## src/rtl/mc_pkg.sv

```systemverilog
// Shared definitions for the multicycle control FSM: state encodings,
// opcode classes and datapath mux select encodings.
package mc_pkg;

  typedef enum logic [2:0] {
    ST_IDLE   = 3'd0,
    ST_FETCH  = 3'd1,
    ST_DECODE = 3'd2,
    ST_EXEC   = 3'd3,
    ST_MEM    = 3'd4,
    ST_WB     = 3'd5,
    ST_HALTED = 3'd6
  } state_t;

  localparam logic [3:0] OP_R_ALU  = 4'd0;
  localparam logic [3:0] OP_I_ALU  = 4'd1;
  localparam logic [3:0] OP_LOAD   = 4'd2;
  localparam logic [3:0] OP_STORE  = 4'd3;
  localparam logic [3:0] OP_BRANCH = 4'd4;
  localparam logic [3:0] OP_JAL    = 4'd5;
  localparam logic [3:0] OP_HALT   = 4'd15;

  localparam logic [1:0] PC_SRC_PLUS2 = 2'd0;
  localparam logic [1:0] PC_SRC_ALU   = 2'd1;
  localparam logic [1:0] PC_SRC_JUMP  = 2'd2;

  localparam logic [1:0] WB_SRC_ALU = 2'd0;
  localparam logic [1:0] WB_SRC_MDR = 2'd1;
  localparam logic [1:0] WB_SRC_PC  = 2'd2;

  function automatic logic is_legal_op(input logic [3:0] op);
    return (op <= OP_JAL) || (op == OP_HALT);
  endfunction

endpackage

```

## src/rtl/mc_instret_ctr.sv

```systemverilog
// 16-bit retired-instruction counter; wraps silently from 0xFFFF to 0x0000.
module mc_instret_ctr (
  input  logic        clk,
  input  logic        rst_n,
  input  logic        inc,
  output logic [15:0] count
);

  logic [15:0] count_r;

  // Count register, advancing by one on each retirement
  always_ff @(posedge clk or negedge rst_n) begin
    if (!rst_n) begin
      count_r <= 16'd0;
    end else if (inc) begin
      count_r <= count_r + 16'd1;
    end else begin
      count_r <= count_r;
    end
  end

  assign count = count_r;

endmodule

```

## src/rtl/multicycle_ctrl.sv

```systemverilog
// Main control FSM of the multicycle 16-bit RISC-V core (Moore decode of state and op).
// Optional feature macro MEM_WAIT_EN: when defined, FETCH and MEM stall on mem_ready.
module multicycle_ctrl
  import mc_pkg::*;
#(
  parameter int unsigned RESET_PC_EN_CYCLES = 1
) (
  input  logic        clk_n,
  input  logic        rst_n,
  input  logic [3:0]  op,
  input  logic        zero,
  input  logic        mem_ready,
  output logic        pc_en,
  output logic        ir_en,
  output logic        a_en,
  output logic        b_en,
  output logic        alu_out_en,
  output logic        mdr_en,
  output logic        rf_we,
  output logic        mem_we,
  output logic        mem_re,
  output logic [1:0]  pc_src,
  output logic        alu_src_b,
  output logic [1:0]  wb_src,
  output logic        halted,
  output logic        illegal,
  output logic [15:0] instret,
  output logic [2:0]  state
);

  localparam logic [1:0] IDLE_LAST = 2'(RESET_PC_EN_CYCLES - 1);

  state_t      state_r;
  state_t      state_next_s;
  logic [1:0]  idle_cnt_r;
  logic        illegal_r;
  logic        ready_s;
  logic        retire_s;

`ifdef MEM_WAIT_EN
  assign ready_s = mem_ready;
`else
  logic mem_ready_unused_s;
  assign mem_ready_unused_s = mem_ready;
  assign ready_s = 1'b1;
`endif

  // State register
  always_ff @(posedge clk_n or negedge rst_n) begin
    if (!rst_n) begin
      state_r <= ST_IDLE;
    end else begin
      state_r <= state_next_s;
    end
  end

  // Post-reset IDLE dwell counter
  always_ff @(posedge clk_n or negedge rst_n) begin
    if (!rst_n) begin
      idle_cnt_r <= 2'd0;
    end else if (state_r == ST_IDLE) begin
      idle_cnt_r <= idle_cnt_r + 2'd1;
    end else begin
      idle_cnt_r <= 2'd0;
    end
  end

  // Sticky illegal-opcode flag, raised when DECODE sees an unknown class
  always_ff @(posedge clk_n or negedge rst_n) begin
    if (!rst_n) begin
      illegal_r <= 1'b0;
    end else if ((state_r == ST_DECODE) && !is_legal_op(op)) begin
      illegal_r <= 1'b1;
    end else begin
      illegal_r <= illegal_r;
    end
  end

  // Next-state and Moore output decode
  always_comb begin
    state_next_s = state_r;
    pc_en        = 1'b0;
    ir_en        = 1'b0;
    a_en         = 1'b0;
    b_en         = 1'b0;
    alu_out_en   = 1'b0;
    mdr_en       = 1'b0;
    rf_we        = 1'b0;
    mem_we       = 1'b0;
    mem_re       = 1'b0;
    pc_src       = PC_SRC_PLUS2;
    alu_src_b    = 1'b0;
    wb_src       = WB_SRC_ALU;
    halted       = 1'b0;
    case (state_r)
      ST_IDLE: begin
        state_next_s = (idle_cnt_r == IDLE_LAST) ? ST_FETCH : ST_IDLE;
      end
      ST_FETCH: begin
        mem_re       = 1'b1;
        ir_en        = ready_s;
        pc_en        = ready_s;
        state_next_s = ready_s ? ST_DECODE : ST_FETCH;
      end
      ST_DECODE: begin
        a_en = 1'b1;
        b_en = 1'b1;
        if (is_legal_op(op) && (op != OP_HALT)) begin
          state_next_s = ST_EXEC;
        end else begin
          state_next_s = ST_HALTED;
        end
      end
      ST_EXEC: begin
        alu_out_en = 1'b1;
        alu_src_b  = (op == OP_I_ALU) || (op == OP_LOAD) || (op == OP_STORE);
        case (op)
          OP_BRANCH: begin
            pc_en        = zero;
            pc_src       = PC_SRC_ALU;
            state_next_s = ST_FETCH;
          end
          OP_JAL: begin
            pc_en        = 1'b1;
            pc_src       = PC_SRC_JUMP;
            state_next_s = ST_WB;
          end
          OP_LOAD, OP_STORE: state_next_s = ST_MEM;
          default:           state_next_s = ST_WB;
        endcase
      end
      ST_MEM: begin
        if (op == OP_LOAD) begin
          mem_re       = 1'b1;
          mdr_en       = ready_s;
          state_next_s = ready_s ? ST_WB : ST_MEM;
        end else begin
          mem_we       = 1'b1;
          state_next_s = ready_s ? ST_FETCH : ST_MEM;
        end
      end
      ST_WB: begin
        rf_we = 1'b1;
        if (op == OP_LOAD) begin
          wb_src = WB_SRC_MDR;
        end else if (op == OP_JAL) begin
          wb_src = WB_SRC_PC;
        end else begin
          wb_src = WB_SRC_ALU;
        end
        state_next_s = ST_FETCH;
      end
      ST_HALTED: begin
        halted       = 1'b1;
        state_next_s = ST_HALTED;
      end
      default: state_next_s = ST_IDLE;
    endcase
  end

  // An instruction retires when control returns to FETCH from a work state
  assign retire_s = (state_next_s == ST_FETCH) &&
                    ((state_r == ST_EXEC) || (state_r == ST_MEM) || (state_r == ST_WB));

  mc_instret_ctr u_instret (
    .clk   (clk_n),
    .rst_n (rst_n),
    .inc   (retire_s),
    .count (instret)
  );

  assign illegal = illegal_r;
  assign state   = state_r;

endmodule
```

## config.mk

```make
export PLATFORM = sky130hd
export DESIGN_NAME = multicycle_ctrl
export DESIGN_NICKNAME = d
export VERILOG_FILES = /design/src/rtl/mc_pkg.sv /design/src/rtl/mc_instret_ctr.sv /design/src/rtl/multicycle_ctrl.sv
export SDC_FILE = /design/constraint.sdc
export NUM_CORES = 1
export LEC_CHECK = 0
export CORE_ASPECT_RATIO = 1.2
export CORE_MARGIN = 4
export CORE_UTILIZATION = 49
export DETAILED_ROUTE_END_ITERATION = 16
export PLACE_DENSITY = 0.84
export SLEW_MARGIN = 20
export SYNTH_ARGS = -nofsm -noshare
export SYNTH_HDL_FRONTEND = slang
export SYNTH_SLANG_ARGS = --single-unit
export TNS_END_PERCENT = 100
```

## constraint.sdc

```tcl
create_clock -name clk_n -period 4.18 [get_ports clk_n]
set_clock_uncertainty 0.1 [all_clocks]
set_input_delay 0.836 -clock clk_n [delete_from_list [all_inputs] [get_ports clk_n]]
set_output_delay 0.836 -clock clk_n [all_outputs]
set_load 0.02 [all_outputs]
```

## Yosys cells after proc, flatten, opt, wreduce, memory -nomap -nowiden

Index checks and enable logic that the tools add are counted.

| operators by class | value |
|---|---|
| multipliers | 0 |
| divide/modulo/power cells | 0 |
| eq/ne operators | 14 |
| shifts and indexed selects | 0 |
| $add $sub $neg | 2 |
| magnitude comparators | 1 |
| bitwise logic cells | 0 |
| muxes and demuxes | 24 |
| reductions and logical operators | 12 |

Operator list:

| kind | number |
|---|---|
| 3-bit one-hot mux with 7 select lines | 1 |
| 16-bit by 1-bit adder with 16-bit output, second input constant | 1 |
| 1-bit 2-to-1 mux | 11 |
| 2-bit 2-to-1 mux | 5 |
| 3-bit equality test, second input constant | 3 |
| 4-bit by 2-bit equality test with 1-bit output, second input constant | 2 |
| 4-bit by 3-bit equality test with 1-bit output, second input constant | 2 |
| 3-bit by 1-bit equality test with 1-bit output, second input constant | 2 |
| 3-bit by 2-bit equality test with 1-bit output, second input constant | 2 |
| 3-bit 2-to-1 mux | 2 |
| 1-bit one-hot mux with 2 select lines | 3 |
| 3-bit one-hot mux with 2 select lines | 1 |
| 1-bit logical OR | 5 |
| 4-bit by 1-bit equality test with 1-bit output, second input constant | 1 |
| 4-bit equality test, second input constant | 1 |
| 4-bit by 3-bit <= comparator with 1-bit output, second input constant | 1 |
| 4-bit != test, second input constant | 1 |
| 2-bit one-hot mux with 2 select lines | 1 |
| 1-bit logical AND | 3 |
| 3-bit zero test | 1 |
| 2-bit by 1-bit adder with 2-bit output, second input constant | 1 |
| 2-bit zero test | 1 |
| 2-bit OR reduction | 1 |
| 1-bit zero test | 1 |

| word-level totals | value |
|---|---|
| memories | 0 |
| output and inout bits | 35 |
| bits in registers | 22 |
| ROM bits | 0 |
| memory bits (writable) | 0 |
| bits of input ports | 8 |
| latch bits | 0 |
| word-level logic and storage cells | 57 |

## Longest topological paths before layout

Gate-level depths: netlist of run 1.

| depth | value |
|---|---|
| depth in word-level cells | 7 |
| gate-level depth with buffers | 6 |
| mapped depth without buffers | 5 |

## By module

A second synthesis of run 1 with hierarchy kept.

| unflattened totals | value |
|---|---|
| cells, all modules | 113 |
| area, all modules | 1157.4 um^2 |

By module, submodules not included:

| module | cells each | sequential area each (um^2) | instances | area an instance (um^2) |
|---|---|---|---|---|
| mc_instret_ctr | 56 | 400.4 | 1 | 695.7 |
| multicycle_ctrl | 57 | 150.1 | 1 | 461.7 |

## Worst setup path after synthesis of run 1

No wires, ideal clock.

| timing | value |
|---|---|
| path type | input-to-output |
| start point | input port op[3] |
| end point | output port mem_re |
| stages | 4 |
| buffers on the path | 1 |
| arrival time | 2331 ps |
| slack | 913 ps |
| data required time | 3244 ps |
| cells stage by stage | clkbuf_1 > or4b_4 > nor3_1 > nand2b_1 |

| between the ends | value |
|---|---|
| word-level cells in the longest chain between the ends | 3 |

RTL lines:

| element | line | RTL |
|---|---|---|
| start, declared | multicycle_ctrl.sv:10 | `input logic [3:0] op,` |
| 4-bit by 2-bit equality test with 1-bit output | multicycle_ctrl.sv:133 | `if (op == OP_LOAD) begin` |
| 1-bit 2-to-1 mux | multicycle_ctrl.sv:133 |  |
| 1-bit one-hot mux with 2 select lines | multicycle_ctrl.sv:95 | `case (state_r)` |
| end, declared | multicycle_ctrl.sv:21 | `output logic mem_re,` |

Every way passes these cells.

## Worst setup path in the final report of run 1

| timing | value |
|---|---|
| start point | input port op[2] |
| end point | output port mem_re |

The elaborated chain is that of the path after synthesis.

==> impl_metrics.toml, run 1 <==
[run_status]
status = "finished clean"

[power_and_ir_drop]
power_per_cell_area_nw_per_um2 = 556.2
ir_drop_worst_case_vdd_mv = 0.4369
reported_leakage_power_nw = 0.7773

[placement]
placedCellCount = 203
buffer_ports.inserted = 41
place_congestion = 0.7828
dpl_worst_slack_ns = 0.3084
detailed_place_hpwl_microns = 2252

[detailed_routing]
routed_wl_microns = 3006
detail-route-antenna-nets = 0
detailroute.via_count = 1145
drt_pass1_iterations = 4
route.detailed.vias_per_inst = 5.531
wl_per_cell_microns = 14.52
drt_iter0_markers = 23
post_route_drc = 0

[clock_network]
htree_levels = 1
cts_inserted_buffers = 3
post_cts.resized_instances = 0
clk-insertion-delay-late_ns = 0.31
clock_sinks = 22
cts_setup_buffers = 0
cts_tree = "built"
ctsLongestPathBuffers = 2
clock_pin_slew_on_the_worst_setup_and_hold_paths_ns = 0.11
cts_hold_buffers = 0
root_buffer = "clkbuf_4"

[floorplanning]
design.die.area_sq_um = 3586
die-height_microns = 64.80
placeableCoreArea_sq_um = 2552
i_o_pin_cnt = 43
initial_utilization_pct = 51.62
num_rows = 20
chipWidth_microns = 55.34

[worst_setup_path]
worst_path_most_repeated_cell = "clkdlybuf4s50_1"
worst_path_max_delay_cell = "or4b_4"
worstPathArrival_ns = 2.94
maximum_fanout_along_the_worst_path = 9
worst_setup_path_start_kind = "input port"
critical-path-max-stage-delay_ns = 0.61
setup.worst_path.end_class = "primary output"
length_in_cells_of_the_worst_reg_to_reg_path = 4
critical_path.top_delay_family = "buffers and inverters"
timing_worst_setup_path_type = "input port to primary output"
reg2reg_to = "u_instret.count[13]"
worst-r2r-setup-slack_ns = 1.99
critical_path.n_buffers_inverters = 2
worst_endpoint_required_time_ns = 3.24
reg2reg_from = "state[0]"
timing.critical_path.cells = "clkdlybuf4s50_1 > or4b_4 > nor3_1 > nand2b_1 > clkdlybuf4s50_1"

[timing]
report.final.slew_viol_count = 0
tightestPinTransition_ns = 0.5586
fin_crit_sh_pct = 92.61
layout_min_cycle_time_ns = 3.871
finalHoldViolCount = 0
slew_headroom_pct = 61.80
timing.setup.tns_ns = 0
finalSetupViolations = 0
fmaxAchievable_mhz = 258.3
post-route-worst-setup-slack_ns = 0.3090
grt_setup_unrepaired = "false"

[yosys]
nets_in_the_synthesized_netlist = 146
syn_area_sq_um = 1318
syn-mean-instance-area_sq_um = 9.688
synthDistinctLibCells = 36
synth.yosys.seq_area_share_pct = 41.79
synth-async-reset-ratio_pct = 100.0
main_synth_ff_type = "dfrtp_1"
postSynthCellCount = 136
edff_count_synth = 0
synth.ff_latch_count = 22
synth-warning-count = 0

[finish]
final_core_utilization_pct = 69.12
final-instance-count-excl-fill = 207
antennaDiodeCount = 0
final_cell_mix = "40 x clkdlybuf4s50_1, 22 x dfrtp_1, 14 x xor2_1"
post_route_cells_drive_above_1_share_pct = 9.195
number_of_nets_in_the_layout = 185
most_common_library_cell_in_the_layout_ignoring_fill_and_taps = "clkdlybuf4s50_1"
area.growth.synth_to_final_pct = 33.90

[hold_path]
hp-start = "idle_cnt_r[0]"
hold_path.class = "flop to flop"
min_delay_path_depth = 1
whs_endpoint = "idle_cnt_r[0]"

[grt]
grt_pass1_wl_microns = 5202
maximum_number_of_pins_on_one_net_before_global_route_repair = 23
grt_remaining_overflow = 0
antenna_found_initial = 0
vias_in_the_first_global_route = 1109
grt_util_all_layers_pct = 17.59

[job]
max_cap_violations = 0
## report_power, final
group / leakage, nW / switching [mW] / internal [mW]
Sequential: 0.281 / 0.0815 / 0.261
Clock: 0.0210 / 0.0636 / 0.0532
Combinational: 0.475 / 0.292 / 0.230
Total: 0.777 / 0.437 / 0.544
## metal layers
layer	wire (microns)	vias up	global-route usage, %	share of wire (%)
met2	1497	38	30.77	50
met5	0	-	0	0
li1	-	564	-	-
met4	31	0	4.559	1.0
met1	1296	539	21.76	43
met3	180	4	3.984	6.0
## worst max path at each step
| stage | from | end | cells after the start |
|---|---|---|---|
| floorplan | op[3] | mem_re | 4 |
| CTS | op[2] | mem_re | 5 |
| detailed placement | op[2] | mem_re | 5 |
| global placement | op[2] | mem_re | 5 |
| finish | op[2] | mem_re | 5 |
| global route | op[2] | mem_re | 5 |
## worst register-to-register path: cells and delay by family (launching register included)
kind,cells,cell delay [ns]
AOI/OAI and AO/OA,2,1.00
xor gates and xnor gates,1,0.14
DFF,1,0.60
and+or+nand+nor,1,0.23
## cell families (layout without fill, tap and decap cells)
| group | Yosys count | in the layout | synth area share (%) |
|---|---|---|---|
| AOI/OAI and AO/OA | 29 | 29 | 17.57 |
| and+or+nand+nor | 49 | 49 | 20.61 |
| adders and majority gates | 2 | 2 | 1.899 |
| buffers and inverters | 18 | 56 | 7.028 |
| muxes | 1 | 1 | 1.139 |
| DFF | 22 | 22 | 41.79 |
| xor gates and xnor gates | 15 | 15 | 9.972 |
## synthesized netlist by cell type, drive strengths merged, types with 5 or more instances
master / n / area share [%]
nand3: 6 / 2.3
nand2: 10 / 2.8
nor2: 8 / 2.3
xor2: 14 / 9.3
inv: 7 / 2.0
a211oi: 9 / 5.1
buf: 7 / 3.8
dfrtp: 22 / 42
a2111oi: 6 / 4.9
and3: 5 / 2.4
## layout make-up
type | instances | area (sq um)
Tap cell | 33 | 41.29
Inverter | 7 | 26.28
Fill cell | 213 | 788.3
Timing Repair Buffer | 45 | 435.4
Sequential cell | 22 | 550.5
Multi-Input combinational cell | 96 | 674.4
Clock buffer | 4 | 36.28
## metrics by stage
| step | instance area, sq um | hold WS [ns] | total power [mW] |
|---|---|---|---|
| after floorplan | 1318 | 0.3031 | 0.6646 |
| after global placement | 1733 | 0.3200 | 0.8541 |
| after detailed placement | 1733 | 0.3302 | 0.8733 |
| after CTS | 1769 | 0.3489 | 0.9913 |
| after global routing | 1764 | 0.3652 | 1.051 |
| final | 1764 | 0.3437 | 0.9813 |
## sequential cells by signal (all words and copies together) (netlist names)
| register | cells |
|---|---|
| u_instret.count | 16 |
| state | 3 |
| idle_cnt_r | 2 |
| illegal | 1 |
No activity file was read; power rests on OpenSTA's default activity.
==> run 2: changes to the inputs <==
--- a/config.mk
+++ b/config.mk
@@ -6,11 +6,10 @@
 export NUM_CORES = 1
 export LEC_CHECK = 0
 export CORE_ASPECT_RATIO = 1.2
-export CORE_MARGIN = 4
 export CORE_UTILIZATION = 49
 export DETAILED_ROUTE_END_ITERATION = 16
 export PLACE_DENSITY = 0.84
-export SLEW_MARGIN = 20
+export SLEW_MARGIN = 5
 export SYNTH_ARGS = -nofsm -noshare
 export SYNTH_HDL_FRONTEND = slang
 export SYNTH_SLANG_ARGS = --single-unit
==> impl_metrics.toml, run 2 (same netlist as run 1, synthesis figures left out) <==
[run_status]
status = "finished clean"

[finish]
most_common_library_cell_in_the_layout_ignoring_fill_and_taps = "clkdlybuf4s50_1"
max_reg_flops = 16
fillerInstances = 212
post_route_cells_drive_above_1_share_pct = 8.092
final_cell_mix = "41 x clkdlybuf4s50_1, 22 x dfrtp_1, 14 x xor2_1"
antennaDiodeCount = 0
finish.instance_area_sq_um = 1762
area.growth.synth_to_final_pct = 33.71
number_of_nets_in_the_layout = 184

[power_and_ir_drop]
pwr-share-seq_pct = 34.7
power.net_switching_uw = 445.8
power.share.combinational_pct = 53.5
reported_leakage_power_nw = 0.7724
power_per_cell_area_nw_per_um2 = 561.8
ir_drop_worst_case_vdd_mv = 0.4063
cell_internal_pwr_uw = 544.0
switching_power_as_a_share_of_total_power_pct = 45.04
clock_power_share_pct = 11.9

[hold_path]
whs_endpoint = "idle_cnt_r[0]"
min_delay_path_depth = 1
hp-start = "idle_cnt_r[0]"
hold_path.class = "flop to flop"

[grt]
grt_util_all_layers_pct = 22.80
globalRouteMet2Util_pct = 42.07
antenna_found_initial = 0
globalRoute.busiestLayer = "met2"
grt_remaining_overflow = 0
grt_pass1_wl_microns = 5078
maximum_number_of_pins_on_one_net_before_global_route_repair = 23
vias_in_the_first_global_route = 1146
grt_use_met3_pct = 2.584
gr-usage-met1_pct = 26.32

[detailed_routing]
post_route_drc = 0
routed_wl_microns = 3058
detail-route-antenna-nets = 0
drt_pass1_iterations = 4
drt_iter0_markers = 39
detailroute.via_count = 1172
wl_per_cell_microns = 14.84
route.detailed.vias_per_inst = 5.689

[timing]
slew_headroom_pct = 34.96
finalSetupViolations = 0
timing.setup.tns_ns = 0
report.final.slew_viol_count = 0
tightestPinTransition_ns = 0.9726
fmaxAchievable_mhz = 258.5
grt_setup_unrepaired = "false"
finalHoldViolCount = 0
fin_crit_sh_pct = 92.54
layout_min_cycle_time_ns = 3.868

[worst_setup_path]
worst_endpoint_required_time_ns = 3.24
maximum_fanout_along_the_worst_path = 9
length_in_cells_of_the_worst_reg_to_reg_path = 4
worst-r2r-setup-slack_ns = 2.00
timing_worst_setup_path_type = "input port to primary output"
worstPathArrival_ns = 2.93
reg2reg_from = "state[2]"
worst_setup_path_start_kind = "input port"
setup.worst_path.end_class = "primary output"
reg2reg_to = "u_instret.count[13]"

[floorplanning]
initial_utilization_pct = 51.62
i_o_pin_cnt = 43
design.die.area_sq_um = 2901
placeableCoreArea_sq_um = 2552
chipWidth_microns = 49.34
num_rows = 20
die-height_microns = 58.80

[placement]
cell_area_reported_after_detailed_placement_sq_um = 1725
buffer_ports.inserted = 41
place_congestion = 0.7886
detailed_place_hpwl_microns = 2259

[clock_network]
root_buffer = "clkbuf_4"
ctsLongestPathBuffers = 2
post_cts.resized_instances = 0
clk-insertion-delay-late_ns = 0.31
cts_inserted_buffers = 3
cts_setup_buffers = 0
htree_levels = 1
cts_tree = "built"
cts_hold_buffers = 0
clock_pin_slew_on_the_worst_setup_and_hold_paths_ns = 0.12
clock_sinks = 22

[job]
max_cap_violations = 0
==> run 2: power groups by stage <==
stage	sequential (mW)	combinational, mW	clock, mW
2_1_floorplan	0.356	0.309	0
3_3_place_gp	0.341	0.509	0
3_5_place_dp	0.347	0.528	0
4_1_cts	0.343	0.531	0.121
5_1_grt	0.354	0.571	0.127
6_report	0.343	0.529	0.117
==> run 2: how the worst max path moves through the flow <==
| stage | startpoint | to | slack [ns] |
|---|---|---|---|
| 4_1_cts | op[2] | mem_re | 0.30 |
| 6_report | op[2] | mem_re | 0.31 |
| 3_5_place_dp | op[2] | mem_re | 0.32 |
| 3_3_place_gp | op[2] | mem_re | 0.37 |
| 2_1_floorplan | op[3] | mem_re | 0.91 |
| 5_1_grt | op[2] | mem_re | 0.20 |
==> run 2: stage by stage <==
step	worst slack, ns	hold slack (ns)	utilization [%]	instances	total power, mW
global placement	0.3652	0.3194	67.60	202	0.8496
floorplan	0.9135	0.3031	-	136	0.6646
global route	0.2014	0.3700	69.02	206	1.052
CTS	0.3001	0.3551	69.02	206	0.9952
finish	0.3119	0.3517	69.02	206	0.9898
detailed placement	0.3156	0.3379	67.60	202	0.8744
==> run 2: critical path, stage by stage <==
cell	delay [ns]
clkdlybuf4s50_1	0.55
or4b_4	0.61
nor3_1	0.19
nand2b_1	0.14
clkdlybuf4s50_1	0.60
==> run 2: routing by layer <==
layer / vias up / part of all wire, % / wire length [microns]
met3: 7 / 5.3 / 162
met2: 53 / 53 / 1620
met1: 555 / 40 / 1228
met4: 0 / 1.5 / 47
li1: 557 / - / -
met5: - / 0 / 0
==> run 2: cell type report <==
type / instances / area [sq um] / area share, %
clock buffers: 4 / 36.28 / 2.060
flip-flops and latches: 22 / 550.5 / 31.25
repair buffers: 44 / 432.9 / 24.57
multi-input cells: 96 / 674.4 / 38.28
well taps: 33 / 41.29 / 2.344
inverters: 7 / 26.28 / 1.491
